File: src/rtl/uart_tx_ctrl.sv
// rtl/uart_tx_ctrl.sv - register-mapped 8N1 UART transmitter; UART_TX_FIFO_EN selects a FIFO_DEPTH-entry TX FIFO over a single holding register
module uart_tx_ctrl #(
  parameter logic [15:0] DEFAULT_DIV = 16'd15,
  parameter int          FIFO_DEPTH  = 4
) (
  input  logic        clk,
  input  logic        srst_n,
  input  logic        configure,
  input  logic [31:0] addr,
  input  logic [31:0] data_in,
  output logic [31:0] data_out,
  output logic        tx
);

  localparam logic [7:0] ADDR_CTRL   = 8'h00;
  localparam logic [7:0] ADDR_STATUS = 8'h04;
  localparam logic [7:0] ADDR_DIV    = 8'h08;
  localparam logic [7:0] ADDR_TXDATA = 8'h0C;

  typedef enum logic [1:0] {
    S_IDLE,
    S_START,
    S_DATA,
    S_STOP
  } state_e;

  state_e      state_q, state_d;
  logic [15:0] baud_cnt_q, baud_cnt_d;
  logic [15:0] frame_div_q, frame_div_d;
  logic [2:0]  bit_cnt_q, bit_cnt_d;
  logic [7:0]  shift_q, shift_d;
  logic        tx_q, tx_d;

  logic        tx_en_q;
  logic        ovf_q;
  logic [15:0] div_q;

  logic        buf_full;
  logic        buf_empty;
  logic        buf_pop;
  logic        buf_push;
  logic [7:0]  buf_head;

  logic        wr_ctrl;
  logic        wr_status;
  logic        wr_div;
  logic        wr_txdata;
  logic        bit_done;

  // Only the low address byte and low data half-word carry meaning.
  logic unused_bits;
  assign unused_bits = ^{addr[31:8], data_in[31:16]};

  assign wr_ctrl   = configure && (addr[7:0] == ADDR_CTRL);
  assign wr_status = configure && (addr[7:0] == ADDR_STATUS);
  assign wr_div    = configure && (addr[7:0] == ADDR_DIV);
  assign wr_txdata = configure && (addr[7:0] == ADDR_TXDATA);

  // A write to a full buffer still lands if the FSM frees a slot on the same edge.
  assign buf_push  = wr_txdata && (!buf_full || buf_pop);
  assign bit_done  = (baud_cnt_q == frame_div_q);
  assign tx        = tx_q;

  // Control/status registers; overflow is sticky until software clears it.
  always_ff @(posedge clk or negedge srst_n) begin
    if (!srst_n) begin
      tx_en_q <= 1'b0;
      ovf_q   <= 1'b0;
      div_q   <= DEFAULT_DIV;
    end else begin
      if (wr_ctrl) tx_en_q <= data_in[0];
      if (wr_div)  div_q   <= data_in[15:0];
      if (wr_txdata && buf_full && !buf_pop) begin
        ovf_q <= 1'b1;
      end else if (wr_status && data_in[3]) begin
        ovf_q <= 1'b0;
      end
    end
  end

`ifdef UART_TX_FIFO_EN
  localparam int PTR_W = (FIFO_DEPTH > 1) ? $clog2(FIFO_DEPTH) : 1;
  localparam int CNT_W = $clog2(FIFO_DEPTH + 1);
  localparam logic [PTR_W-1:0] PTR_LAST = PTR_W'(FIFO_DEPTH - 1);

  logic [7:0]       fifo_mem_q [FIFO_DEPTH];
  logic [PTR_W-1:0] wr_ptr_q, rd_ptr_q;
  logic [CNT_W-1:0] count_q;

  assign buf_full  = (count_q == CNT_W'(FIFO_DEPTH));
  assign buf_empty = (count_q == '0);
  assign buf_head  = fifo_mem_q[rd_ptr_q];

  // FIFO storage; contents are don't-care while count says empty.
  always_ff @(posedge clk) begin
    if (buf_push) fifo_mem_q[wr_ptr_q] <= data_in[7:0];
  end

  // FIFO pointers wrap explicitly; occupancy lives in its own counter.
  always_ff @(posedge clk or negedge srst_n) begin
    if (!srst_n) begin
      wr_ptr_q <= '0;
      rd_ptr_q <= '0;
      count_q  <= '0;
    end else begin
      if (buf_push) wr_ptr_q <= (wr_ptr_q == PTR_LAST) ? '0 : wr_ptr_q + 1'b1;
      if (buf_pop)  rd_ptr_q <= (rd_ptr_q == PTR_LAST) ? '0 : rd_ptr_q + 1'b1;
      case ({buf_push, buf_pop})
        2'b10:   count_q <= count_q + 1'b1;
        2'b01:   count_q <= count_q - 1'b1;
        default: count_q <= count_q;
      endcase
    end
  end
`else
  localparam int unused_fifo_depth = FIFO_DEPTH;

  logic [7:0] hold_q;
  logic       hold_valid_q;

  assign buf_full  = hold_valid_q;
  assign buf_empty = !hold_valid_q;
  assign buf_head  = hold_q;

  // Single holding register; a push wins over a same-edge pop so it stays full.
  always_ff @(posedge clk or negedge srst_n) begin
    if (!srst_n) begin
      hold_q       <= '0;
      hold_valid_q <= 1'b0;
    end else if (buf_push) begin
      hold_q       <= data_in[7:0];
      hold_valid_q <= 1'b1;
    end else if (buf_pop) begin
      hold_valid_q <= 1'b0;
    end
  end
`endif

  // Transmit FSM state; reset aborts any frame and parks the line high.
  always_ff @(posedge clk or negedge srst_n) begin
    if (!srst_n) begin
      state_q     <= S_IDLE;
      baud_cnt_q  <= '0;
      frame_div_q <= DEFAULT_DIV;
      bit_cnt_q   <= '0;
      shift_q     <= '0;
      tx_q        <= 1'b1;
    end else begin
      state_q     <= state_d;
      baud_cnt_q  <= baud_cnt_d;
      frame_div_q <= frame_div_d;
      bit_cnt_q   <= bit_cnt_d;
      shift_q     <= shift_d;
      tx_q        <= tx_d;
    end
  end

  // Next-state logic; tx is computed for the state being entered so the line is registered.
  always_comb begin
    state_d     = state_q;
    baud_cnt_d  = baud_cnt_q;
    frame_div_d = frame_div_q;
    bit_cnt_d   = bit_cnt_q;
    shift_d     = shift_q;
    tx_d        = tx_q;
    buf_pop     = 1'b0;
    case (state_q)
      S_IDLE: begin
        tx_d = 1'b1;
        if (tx_en_q && !buf_empty) begin
          buf_pop     = 1'b1;
          shift_d     = buf_head;
          frame_div_d = div_q;
          baud_cnt_d  = '0;
          state_d     = S_START;
          tx_d        = 1'b0;
        end
      end
      S_START: begin
        if (bit_done) begin
          baud_cnt_d = '0;
          bit_cnt_d  = '0;
          state_d    = S_DATA;
          tx_d       = shift_q[0];
        end else begin
          baud_cnt_d = baud_cnt_q + 1'b1;
        end
      end
      S_DATA: begin
        if (bit_done) begin
          baud_cnt_d = '0;
          if (bit_cnt_q == 3'd7) begin
            state_d = S_STOP;
            tx_d    = 1'b1;
          end else begin
            bit_cnt_d = bit_cnt_q + 1'b1;
            shift_d   = {1'b0, shift_q[7:1]};
            tx_d      = shift_q[1];
          end
        end else begin
          baud_cnt_d = baud_cnt_q + 1'b1;
        end
      end
      S_STOP: begin
        if (bit_done) begin
          baud_cnt_d = '0;
          if (tx_en_q && !buf_empty) begin
            buf_pop     = 1'b1;
            shift_d     = buf_head;
            frame_div_d = div_q;
            state_d     = S_START;
            tx_d        = 1'b0;
          end else begin
            state_d = S_IDLE;
            tx_d    = 1'b1;
          end
        end else begin
          baud_cnt_d = baud_cnt_q + 1'b1;
        end
      end
      default: begin
        state_d = S_IDLE;
        tx_d    = 1'b1;
      end
    endcase
  end

  // Register read mux.
  always_comb begin
    data_out = '0;
    case (addr[7:0])
      ADDR_CTRL:   data_out = {31'd0, tx_en_q};
      ADDR_STATUS: data_out = {28'd0, ovf_q, buf_empty, buf_full, (state_q != S_IDLE)};
      ADDR_DIV:    data_out = {16'd0, div_q};
      default:     data_out = '0;
    endcase
  end

endmodule
File: config.mk
export PLATFORM = sky130hd
export DESIGN_NAME = uart_tx_ctrl
export DESIGN_NICKNAME = d
export VERILOG_FILES = /design/src/rtl/uart_tx_ctrl.sv
export SDC_FILE = /design/constraint.sdc
export NUM_CORES = 1
export LEC_CHECK = 0
export BUFFER_PORTS_ARGS = -buffer_cell sky130_fd_sc_hd__buf_2
export CAP_MARGIN = 20
export CORE_ASPECT_RATIO = 0.7
export CORE_MARGIN = 5
export CORE_UTILIZATION = 25
export CTS_BUF_LIST = sky130_fd_sc_hd__clkbuf_16
export DETAILED_ROUTE_END_ITERATION = 12
export MAX_ROUTING_LAYER = met4
export PLACE_DENSITY = 0.51
export RECOVER_POWER = 25
export SETUP_SLACK_MARGIN = 0.2
export SLEW_MARGIN = 20
export SYNTH_ARGS = -nofsm -noshare
export SYNTH_HDL_FRONTEND = slang
export SYNTH_SLANG_ARGS = --single-unit
File: constraint.sdc
create_clock -name clk -period 3.7 [get_ports clk]
set_input_delay 1.11 -clock clk [delete_from_list [all_inputs] [get_ports clk]]
set_output_delay 1.11 -clock clk [all_outputs]
set_load 0.005 [all_outputs]
==> summary.md <==
| Metric | Value |
|---|---|
| CP Launch Type | primary input |
| Full die area | approximately 19000 um^2 |
| Dpl cells | around 650 |
| Die Span Y | 117.2 um |
| GR Overflow Total | 0 |
| CORE AREA | around 16000 um^2 |
| Synth async-reset ratio | 1.000 |
| PD cells | roughly 630 nW/um^2 |
| TritonRoute pass-1 iters | 4 |
| Row count | 39 |
| Final core utilization | 0.2998 |
| Synth area leaders | dfrtp_1 39%, mux2_2 14%, dfstp_2 5.8% |
| Synth Cell Area | ~4100 um^2 |
| RSZ-0062 raised after global routing | false |
| Vias in the first global route | about 3300 |
| Yosys reg bits | 73 |
| Commonest cells in the netlist | 64 x dfrtp_1, 51 x mux2_2, 28 x nand2_1, 17 x nand4_1 |
| Warnings from Yosys | 0 |
| Synth Area in Compound Gates | 0.1156 |
| Initial DRC Count | a little under 300 |
| Relative slew slack | -0.2215 |
| HPWL Detailed | around 7100 um |
| Critical path arrival | 2260 ps |
| Final critical-path share of the clock period | 0.9097 |
| Worst vdd ir | around 0.00026 V |
| Adder-Cell Fraction of Synth Area | 0.02440 |
| Final Max Slew Viols | 74 |
| Post-route setup TNS | 0 ps |
| Post-CTS setup buffer count | 0 |
| Mux contribution to synthesized area | 0.1424 |
| IO Count | 100 |
| Antenna violations before repair | 0 |
| Clk_skew | roughly 11 ps |
| CTS buffer count | 9 |
| Total power | 3042 uW |
| Pre-CTS WS | between 200 and 300 ps |
| GR Util All Layers | 0.1132 |
| CP endpoint kind | output pin |
| Antenna Violating Nets Remaining | 0 |
| CTS tree | done |
| Final Hold Viols | 0 |
| DR DRC count | 0 |
| Fmax | ~300 MHz |
| Routed len/inst | roughly 15 um |
| Sequential share of the synthesized area | 0.4480 |
| Fillcell total | 1713 |
| Largest net degree at the start of global routing | 74 |
| CTS Sinks | 73 |
| Post-synthesis cell count | 389 |
| Slew @ Worst Pin | roughly 1800 ps |
| Outcome | finished with violations |
| Max Root-Sink Buffers | 2 |
| Post-Synth Simple-Gate Area | 0.1696 |
| Most common cell in the netlist | dfrtp_1 |
| Share of the synthesized area in the top cell type | 0.3904 |
| Max-cap violations | 1 |
| Clk pin slew, worst setup/hold paths | roughly 60 ps |
| Endpoints failing setup | 0 |
| Fin nets | ~500 |
| Worst Path Max Fanout | 16 |
| Final wirelength | 10110 um |
| Largest family of logic cells by synthesized area | simple AND/OR/NAND/NOR gates |
| Syn_area_per_cell | about 11 um^2 |
| DR vias/cell | between 4 and 5 |
| Fraction of synthesized cell area in xor and xnor cells | 0.03416 |
| Post-synth EDFFs | 0 |
| Clk Latency, worst-skew pair | 340 ps |
| Failing checks | capacitance limit, slew limit |
| Area leader, netlist | dfrtp_1 |
| Sequential Area | around 1800 um^2 |
| Port-buffer cells | 43 |
| Initial Util | 0.2532 |
| Die X | about 160 um |
| Gp weighted congestion | around 0.76 |
| Static leakage | around 0.0022 uW |
| First-pass GRT wire length | about 17000 um |
| Ys flop type | dfrtp_1 |
| Kind of critical path | primary input to output pin |
| Setup ws final | between 300 and 400 ps |
| Area grow syn2layout | 18.39% |
| Via count | roughly 3100 |
| Area of the multi-input gates | 2087 um^2 |
| H-tree Lvls | 3 |
| Layout cells sized above 1 | 0.3211 |
| Root Driver | clkbuf_16 |
| Antenna cells | 0 |
| CP required | approximately 2600 ps |
| Min-delay worst type | register to register |
| Finished Layout Cells | between 600 and 700 |
| Synth cell types | between 50 and 60 |
| Final min period | 3366 ps |
-- layout by cell type (no fill, tap or decap), types with 12 or more instances in the layout --
master / instances
and2_1: 15
and3_1: 12
buf_2: 43
conb_1: 16
dfrtp_1: 64
inv_1: 15
mux2_2: 51
nand2_1: 28
nand3_1: 13
nand4_1: 17
xor2_1: 16
-- power by group --
part,switching (uW),internal (uW)
Sequential,86.9,905
Combinational,717,436
Clock,368,528
-- cell type report --
cell class / instances / area share
clock buffer: 9 / 0.04637
clock inverter: 7 / 0.01571
inverter: 15 / 0.01159
multi-input combinational: 280 / 0.4297
sequential: 73 / 0.3784
tap: 225 / 0.05796
timing repair buffer: 52 / 0.06028
-- layer usage --
metal | part of all wire | GRT usage | wire (um)
met1 | 0.49 | 0.1502 | 4992
met2 | 0.45 | 0.1729 | 4572
met3 | 0.033 | 0.02065 | 337
met4 | 0.021 | 0.04525 | 211
met5 | 0 | - | 0
-- sequential cells by signal, indices dropped and copies added (netlist names) --
register and flops:
baud_cnt_q 16, div_q 16, frame_div_q 16, buf_head 8, shift_q 8, bit_cnt_q 3, state_q 2, buf_full 1
ovf_q 1, tx 1, tx_en_q 1
-- per-stage QoR --
step	instance area, um^2	hold WS [ps]
after floorplan	4159	457.0
after global placement	4531	482.5
after detailed placement	4531	479.4
after CTS	4832	503.5
after global routing	4857	521.5
final	4857	501.8
-- logic make-up (layout without fill, tap and decap cells) --
family,Yosys count,in the layout
multiplexers,52,52
buffers and inverters,51,83
AND/OR/NAND/NOR,125,125
other,1,16
AO/OA/AOI/OAI,63,63
XOR/XNOR,16,16
flip-flops,73,73
adder cells (fa/ha/maj),8,8
-- repair_timing --
| item | in CTS | in global routing |
|---|---|---|
| endpoints found under the setup margin | 0 | 8 |
| gates resized for setup | 0 | 6 |
| hold buffers | 0 | 0 |
-- worst paths after layout --
check                         endpoint        from  depth (start not counted)  slack [ps]
setup / recovery           data_out[2]     addr[1]                          8         330
hold / removal              shift_q[3]  shift_q[3]                          1         500
setup reg to reg           buf_head[0]  state_q[1]                          7        1040
hold reg to reg             shift_q[3]  shift_q[3]                          1         500
max in group asynchronous     div_q[8]      srst_n                          2        1260
min in group asynchronous    div_q[12]      srst_n                          2        1340
-- worst max-delay path, stage by stage --
cell     delay [ps]
buf_2           100
nor2_2          130
nand3_2         170
nor3b_4         270
buf_12          180
nand2_1          50
o21ai_0          80
buf_2           160
(Power assumes the default switching activity.)
